===== src/rtl/div_pkg.sv =====
// -----------------------------------------------------------------------------
// div_pkg
// Shared definitions for the sequential restoring divider div_16_8.
//   div_state_e  : controller states (IDLE / RUN / FIN)
//   DIV_DVD_W    : default dividend / quotient width
//   DIV_DVS_W    : default divisor / remainder width
//   DIV_CNT_W    : iteration counter width
//   DIV_DZ_QUOT  : quotient reported on divide-by-zero
//   DIV_DZ_FLAG  : value of the dz flag on divide-by-zero
// -----------------------------------------------------------------------------
package div_pkg;

  typedef enum logic [1:0] {
    ST_IDLE = 2'd0,
    ST_RUN  = 2'd1,
    ST_FIN  = 2'd2
  } div_state_e;

  localparam int DIV_DVD_W = 16;
  localparam int DIV_DVS_W = 8;
  localparam int DIV_CNT_W = $clog2(DIV_DVD_W);

  localparam logic [DIV_DVD_W-1:0] DIV_DZ_QUOT = '1;
  localparam logic                 DIV_DZ_FLAG = 1'b1;

endpackage


===== src/rtl/div_step.sv =====
// -----------------------------------------------------------------------------
// div_step
// One combinational restoring-division iteration.
//   rem_i   : current partial remainder (W+1 bits, always < divisor)
//   bit_i   : next dividend bit, shifted in at the LSB
//   dvs_i   : divisor
//   rem_o   : next partial remainder
//   qbit_o  : quotient bit produced by this iteration
// -----------------------------------------------------------------------------
module div_step #(
  parameter int W = 8
) (
  input  logic [W:0]   rem_i,
  input  logic         bit_i,
  input  logic [W-1:0] dvs_i,
  output logic [W:0]   rem_o,
  output logic         qbit_o
);

  // One spare MSB so a negative trial difference shows up as a borrow bit.
  logic [W+1:0] shifted;
  logic [W+1:0] diff;

  always_comb begin
    shifted = {rem_i, bit_i};
    diff    = shifted - {2'b00, dvs_i};
    qbit_o  = ~diff[W+1];
    rem_o   = qbit_o ? diff[W:0] : shifted[W:0];
  end

endmodule


===== src/rtl/div_16_8.sv =====
// -----------------------------------------------------------------------------
// div_16_8
// Sequential restoring divider, one quotient bit per clock.
//   clk   : rising-edge clock
//   rst   : asynchronous active-high reset
//   start : request, sampled only in IDLE
//   a, b  : dividend / divisor, captured on an accepted start
//   busy  : high while iterating
//   done  : one-cycle pulse, q/r/dz valid from this cycle on
//   q, r  : quotient / remainder
//   dz    : divide-by-zero flag for the last operation
// Optional build macro DIV_SIGNED_EN: two's-complement operands; magnitudes
// are divided by the unsigned core and signs are fixed up when results commit.
// -----------------------------------------------------------------------------
module div_16_8
  import div_pkg::*;
#(
  parameter int DVD_W = DIV_DVD_W,
  parameter int DVS_W = DIV_DVS_W
) (
  input  logic             clk,
  input  logic             rst,
  input  logic             start,
  input  logic [DVD_W-1:0] a,
  input  logic [DVS_W-1:0] b,
  output logic             busy,
  output logic             done,
  output logic [DVD_W-1:0] q,
  output logic [DVS_W-1:0] r,
  output logic             dz
);

  localparam int CNT_W = DIV_CNT_W;
  localparam logic [CNT_W-1:0] LAST_CNT = CNT_W'(DVD_W - 1);

  div_state_e       state_q;
  logic [CNT_W-1:0] cnt_q;
  logic [DVS_W:0]   rem_q;
  // Holds the dividend during RUN; quotient bits fill in from the LSB as
  // dividend bits leave at the MSB, so after the last step it is the quotient.
  logic [DVD_W-1:0] dvd_q;
  logic [DVS_W-1:0] dvs_q;
  logic             dz_pend_q;
  logic             busy_q;
  logic             done_q;
  logic [DVD_W-1:0] q_q;
  logic [DVS_W-1:0] r_q;
  logic             dz_q;

  logic [DVD_W-1:0] a_mag;
  logic [DVS_W-1:0] b_mag;
  logic [DVD_W-1:0] q_fix;
  logic [DVS_W-1:0] r_fix;
  logic [DVS_W:0]   step_rem_d;
  logic             step_qbit;

`ifdef DIV_SIGNED_EN
  logic a_neg_q;
  logic b_neg_q;

  always_comb begin
    a_mag = a[DVD_W-1] ? -a : a;
    b_mag = b[DVS_W-1] ? -b : b;
    // Truncation toward zero; the remainder follows the dividend's sign.
    q_fix = (a_neg_q ^ b_neg_q) ? -dvd_q : dvd_q;
    r_fix = a_neg_q ? -rem_q[DVS_W-1:0] : rem_q[DVS_W-1:0];
  end
`else
  always_comb begin
    a_mag = a;
    b_mag = b;
    q_fix = dvd_q;
    r_fix = rem_q[DVS_W-1:0];
  end
`endif

  div_step #(
    .W (DVS_W)
  ) u_step (
    .rem_i  (rem_q),
    .bit_i  (dvd_q[DVD_W-1]),
    .dvs_i  (dvs_q),
    .rem_o  (step_rem_d),
    .qbit_o (step_qbit)
  );

  always_ff @(posedge clk or posedge rst) begin
    if (rst) begin
      state_q   <= ST_IDLE;
      cnt_q     <= '0;
      rem_q     <= '0;
      dvd_q     <= '0;
      dvs_q     <= '0;
      dz_pend_q <= 1'b0;
      busy_q    <= 1'b0;
      done_q    <= 1'b0;
      q_q       <= '0;
      r_q       <= '0;
      dz_q      <= 1'b0;
`ifdef DIV_SIGNED_EN
      a_neg_q   <= 1'b0;
      b_neg_q   <= 1'b0;
`endif
    end else begin
      done_q <= 1'b0;
      case (state_q)
        ST_IDLE: begin
          if (start) begin
            cnt_q <= '0;
            rem_q <= '0;
            dvs_q <= b_mag;
`ifdef DIV_SIGNED_EN
            a_neg_q <= a[DVD_W-1];
            b_neg_q <= b[DVS_W-1];
`endif
            if (b == '0) begin
              // Raw dividend is kept so its low bits can be reported as r.
              dvd_q     <= a;
              dz_pend_q <= 1'b1;
              state_q   <= ST_FIN;
            end else begin
              dvd_q     <= a_mag;
              dz_pend_q <= 1'b0;
              busy_q    <= 1'b1;
              state_q   <= ST_RUN;
            end
          end
        end
        ST_RUN: begin
          dvd_q <= {dvd_q[DVD_W-2:0], step_qbit};
          rem_q <= step_rem_d;
          cnt_q <= cnt_q + CNT_W'(1);
          if (cnt_q == LAST_CNT) begin
            busy_q  <= 1'b0;
            state_q <= ST_FIN;
          end
        end
        ST_FIN: begin
          // Result commit cycle: outputs and done are visible from the next cycle.
          done_q <= 1'b1;
          if (dz_pend_q) begin
            q_q  <= DVD_W'(DIV_DZ_QUOT);
            r_q  <= dvd_q[DVS_W-1:0];
            dz_q <= DIV_DZ_FLAG;
          end else begin
            q_q  <= q_fix;
            r_q  <= r_fix;
            dz_q <= 1'b0;
          end
          state_q <= ST_IDLE;
        end
        default: state_q <= ST_IDLE;
      endcase
    end
  end

  assign busy = busy_q;
  assign done = done_q;
  assign q    = q_q;
  assign r    = r_q;
  assign dz   = dz_q;

endmodule


===== config.mk =====
export PLATFORM = sky130hd
export DESIGN_NAME = div_16_8
export DESIGN_NICKNAME = d
export VERILOG_FILES = /design/src/rtl/div_pkg.sv /design/src/rtl/div_step.sv /design/src/rtl/div_16_8.sv
export SDC_FILE = /design/constraint.sdc
export NUM_CORES = 1
export LEC_CHECK = 0
export ABC_AREA = 1
export CAP_MARGIN = 5
export CORE_ASPECT_RATIO = 0.5
export CORE_MARGIN = 8
export CORE_UTILIZATION = 30
export DETAILED_ROUTE_END_ITERATION = 6
export MAX_ROUTING_LAYER = met4
export SYNTH_ARGS = -nofsm -noshare
export SYNTH_HDL_FRONTEND = slang
export SYNTH_SLANG_ARGS = --single-unit

===== constraint.sdc =====
create_clock -name clk -period 4.68 [get_ports clk]
set_clock_uncertainty 0.2 [all_clocks]
set_input_delay 0.702 -clock clk [delete_from_list [all_inputs] [get_ports clk]]
set_output_delay 0.702 -clock clk [all_outputs]
set_load 0.01 [all_outputs]

# [After elaboration in Yosys (flattened, before gate mapping)]
# Cells that the tools add are included.
[op_classes] addsub=2 eq_ne=6 mux=20 bitwise_logic=1 n_reduce_logical=7
[op_table] op="$mux 16" count=2
[op_table] op="$pmux 16 s2" count=1
[op_table] op="$mux 9" count=2
[op_table] op="$pmux 9 s2" count=1
[op_table] op="$sub 10x8->10" count=1
[op_table] op="$logic_not 8->1" count=1
[op_table] op="$mux 8" count=1
[op_table] op="$pmux 4 s2" count=1
[op_table] op="$mux 1" count=6
[op_table] op="$mux 2" count=3
[op_table] op="$ne 2x2->1 const B" count=3
[op_table] op="$reduce_and 2->1" count=3
[op_table] op="$add 4x1->4 const B" count=1
[op_table] op="$eq 4x4->1 const B" count=1
[op_table] op="$mux 4" count=1
[op_table] op="$pmux 2 s2" count=1
[op_table] op="$reduce_and 4->1" count=1
[op_table] op="$eq 2x1->1 const B" count=1
[op_table] op="$eq 2x2->1 const B" count=1
[op_table] op="$logic_not 2->1" count=1
[op_table] op="$pmux 1 s2" count=1
[op_table] op="$reduce_bool 2->1" count=1
[op_table] op="$not 1->1" count=1
[totals] ff_bits=67 in_bits=27 out_inout_bits=27

# [Longest topological paths before layout]
[logic_depth] word_depth=4 ltp_mapped=14 depth_no_buf=14

# [By module]
# A second synthesis with hierarchy kept.
[unflattened] hier_cells=411 area_unflattened_um2=3454.6
[by_module_without_submodules] mod="div_16_8" instances=1 cells_per_inst=279 area_per_inst_um2=2750.1
[by_module_without_submodules] mod="div_step" instances=1 cells_per_inst=132 area_per_inst_um2=704.4

# [Worst setup path before layout]
# OpenSTA, ideal clock, no wires.
[synth_timing] path_type="reg2reg" start="register rem_q[3]" end="register dvd_q[0]" t_arrival_ns=1.567 path_slack_ns=2.792 path_stages_with_launch=12 path_buffers=0 synth_period_minus_slack_ns=1.888 path_cell_list="dfrtp_1 > ha_1 > nand2_1 > inv_2 > nand2_1 > nand2_1 > nand2_2 > nand3_2 > nand2_4 > nand2_4 > nor2_1 > o21ai_2"
[synth_between] elab_chain_cells=3
[synth_rtl] item="start: declaration" line_no="div_16_8.sv:38" rtl="logic [DVS_W:0] rem_q;"
[synth_rtl] item="start signal: assignment" line_no="div_16_8.sv:131" rtl="rem_q <= step_rem_d;"
[synth_rtl] item="$sub 10x8->10" line_no="div_step.sv:26" rtl="diff = shifted - {2'b00, dvs_i};"
[synth_rtl] item="$not 1->1" line_no="div_step.sv:27" rtl="qbit_o = ~diff[W+1];"
[synth_rtl] item="$pmux 16 s2" line_no="div_16_8.sv:106" rtl="case (state_q)"
[synth_rtl] item="end signal: assignment" line_no="div_16_8.sv:122" rtl="dvd_q <= a_mag;"
[synth_rtl] item="end signal: assignment" line_no="div_16_8.sv:130" rtl="dvd_q <= {dvd_q[DVD_W-2:0], step_qbit};"
[synth_rtl] item="end: declaration" line_no="div_16_8.sv:41" rtl="logic [DVD_W-1:0] dvd_q;"
# No other way between the ends.
# A chain may end at the register's enable or synchronous reset.

# [Worst setup path in the final report]
[layout_timing] start="input port start" end="register cnt_q[1]"
[layout_between] elab_chain_cells=2
[layout_rtl] item="start: declaration" line_no="div_16_8.sv:23" rtl="input logic start,"
[layout_rtl] item="$ne 2x2->1 (no source line)"
[layout_rtl] item="$reduce_and 2->1 (no source line)"
[layout_rtl] item="end signal: assignment" line_no="div_16_8.sv:132" rtl="cnt_q <= cnt_q + CNT_W'(1);"
[layout_rtl] item="end: declaration" line_no="div_16_8.sv:37" rtl="logic [CNT_W-1:0] cnt_q;"
# No other way between the ends.

==> results.toml <==
[final_layout]
num-nets-final = 516
diodes = 0
fillers = 1139
stdcell_count = 643
area_delta_synth_final_pct = 28.7
layout-drive-gt1-share = 0.0888

[sta]
fin_setup_tns_ns = 0
max_slew_margin = 0.390
period_share = 0.538
maxSlewViolCount = 0
rsz0062_at_grt = "false"
finalCriticalPeriod_ns = 2.52
finalSetupViolCount = 0
final-hold-violation-count = 0
worst_pin_slew_ns = 0.914
fmax_ghz = 0.398
layout_setup_ws_ns = 2.16

[clock_network]
clock-sinks = 67
h-tree-depth = 3
cts_buffers = 9
clkSlewWorstSetupHoldPaths_ns = 0.05
cts_buffer_depth = 2
cts_setup_buffers = 0
insertion_delay_ns = 0.33
cts_resized = 0
cts_tree = "built"
cts_root_buf = "clkbuf_16"
cts.hold.buffers_added = 0

[floorplan]
die-area_sq_um = 15600
core-area_sq_um = 11200
pin_count = 54
start_util = 0.312
rows = 27
die_h_um = 92.3
die_w_um = 169

[pwr]
p_leak_nw = 2.10
p_per_area_nw_per_um2 = 820
peakVddDrop_uv = 270

[worst_setup_path]
crit_top_cell = "inv_2"
r2r_start = "state_q[0]"
cp_top_family = "buffers and inverters"
slowest_delay_ns = 0.47
arrival_ns = 2.53
critPathKind = "input port to flip-flop"
critPathCaptureType = "flip-flop"
slowest_stage = "clkdlybuf4s50_1"
r2r-end = "cnt_q[1]"
cp.required_ns = 4.69
path_max_fanout = 32
startpoint_type = "input port"
cp_num_buf_inv = 4
rrSetupSlack_ns = 2.39
r2r_cells = 7
cp_cell_sequence = "clkdlybuf4s50_1 -> inv_1 -> nor2_4 -> inv_2 -> nand2_2 -> inv_2 -> a22o_1"

[global_routing]
overflow = 0
grt_pass1_wl_mm = 14.2
antenna_found_initial = 0
grt_pass1_vias = 2773
track_usage = 0.116
grt_max_degree = 45

[synthesis]
synthCells = 426
avgSynthCellArea_sq_um = 8.19
ys.flop_type = "dfrtp_1"
syn_nets = 463
async_flop_share = 1.00
synth_top_area_share = 0.480
syn-cell-area_sq_um = 3490
yosys_warnings = 0
seq_area_frac_synth = 0.480
synth_top_cells_by_area = "dfrtp_1 48%, nand2_1 11%, inv_1 5.9%"
synth_top_area_cell = "dfrtp_1"
ys_ff_latch = 67
synth_cell_type_count = 33
synth-edff-count = 0

[job]
max_cap_viol_count = 0

[placement]
routabilityCongestion = 0.770
place_ws_ns = 1.81
io_buffer_count = 53
dpl.cell_count = 627
hpwl_mm = 6.22

[min_path]
min_from = "r[6]"
worstHoldPathCells = 2
hold_class = "flip-flop to flip-flop"
holdPathEnd = "r[6]"

[drt]
drcViolationCount = 0
antenna_left = 0
dr.pass1.iters = 4
wirelength_mm = 8.48
wl_per_cell_um = 13.2
vias = 2872
drtIter0Drc = 182
routed_via_density = 4.47

[status]
status = "complete, no violations"
[routing by layer]
layer	up-vias	GRT usage	wire length, um
met5	-	-	0
met4	0	0.0376	85
met3	7	0.0257	295
met2	46	0.178	3820
met1	1335	0.151	4280
li1	1484	-	-
[cells in the final DEF (no fill, tap or decap), types with 2 or more instances in the layout]
cell type	Yosys	routed
nor2_4	4	4
nand3b_1	5	5
nor2_2	2	2
nand2_1	99	99
ha_1	9	9
o211ai_1	15	15
inv_1	55	54
xnor2_1	2	2
bufinv_16	0	2
dfrtp_1	67	67
nand2_2	4	4
buf_4	2	2
inv_6	0	3
nor2_1	34	34
nand3_1	28	28
inv_2	7	8
a21oi_1	22	22
nand2_4	2	2
clkbuf_16	0	9
o21ai_0	37	37
xor2_1	3	3
o21ai_1	6	6
clkdlybuf4s50_1	0	53
nand4_1	2	2
[report_power, final]
part / switching [mW] / total, mW / internal, mW
Combinational: 1.14 / 1.91 / 0.762
Clock: 0.257 / 0.730 / 0.473
Sequential: 0.185 / 1.05 / 0.861
[sequential cells by signal (all words and copies together) (netlist names)]
| signal | flops |
|---|---|
| dvd_q | 16 |
| q | 16 |
| rem_q | 9 |
| dvs_q | 8 |
| r | 8 |
| cnt_q | 4 |
| state_q | 2 |
| busy | 1 |
| done | 1 |
| dz | 1 |
| dz_pend_q | 1 |
[worst min-delay path, stage by stage, from the launching register on]
cell and delay (ns):
dfrtp_1 0.34, nand2_1 0.05, o21ai_0 0.06
[layout make-up]
cell class	count	area (sq um)	area share
Inverter	63	236	0.0526
Tap cell	159	199	0.0443
Sequential cell	67	1680	0.373
Timing Repair Buffer	55	546	0.121
Clock buffer	10	229	0.0510
Clock inverter	6	95.1	0.0212
Multi-Input combinational cell	283	1510	0.336
[cells by family after synthesis]
logic type / synth area share
xor gates and xnor gates: 0.0125
and+or+nand+nor: 0.247
adders and majority gates: 0.0380
DFF: 0.480
buffers and inverters: 0.0871
AOI/OAI and AO/OA: 0.135
[cell usage after synthesis, drive strengths merged (4+ instances only)]
library cell  count
nand4             4
dfrtp            67
o21ai            44
ha                9
o211ai           15
nand3            30
nor2             40
nand3b            5
nand2           105
inv              62
buf              12
a21oi            23
[per-stage QoR]
| stage | power, mW | utilization | cell area (sq um) | hold WS [ns] |
|---|---|---|---|---|
| 2_1_floorplan | 2.42 | - | 3490 | 0.259 |
| 3_3_place_gp | 2.95 | 0.373 | 4170 | 0.288 |
| 3_5_place_dp | 2.97 | 0.373 | 4170 | 0.280 |
| 4_1_cts | 3.73 | 0.402 | 4490 | 0.293 |
| 5_1_grt | 4.02 | 0.402 | 4490 | 0.319 |
| 6_report | 3.68 | 0.402 | 4490 | 0.287 |
[worst max-delay path by stage]
| stage | start | end | slack (ns) | cells past startpoint |
|---|---|---|---|---|
| 5_1_grt | start | cnt_q[1] | 2.02 | 7 |
| 6_report | start | cnt_q[1] | 2.16 | 7 |
| 3_5_place_dp | start | cnt_q[1] | 1.81 | 7 |
| 3_3_place_gp | start | cnt_q[1] | 1.85 | 7 |
| 4_1_cts | start | cnt_q[1] | 2.17 | 7 |
| 2_1_floorplan | rst | busy | 2.09 | 1 |
(Power assumes the default switching activity.)
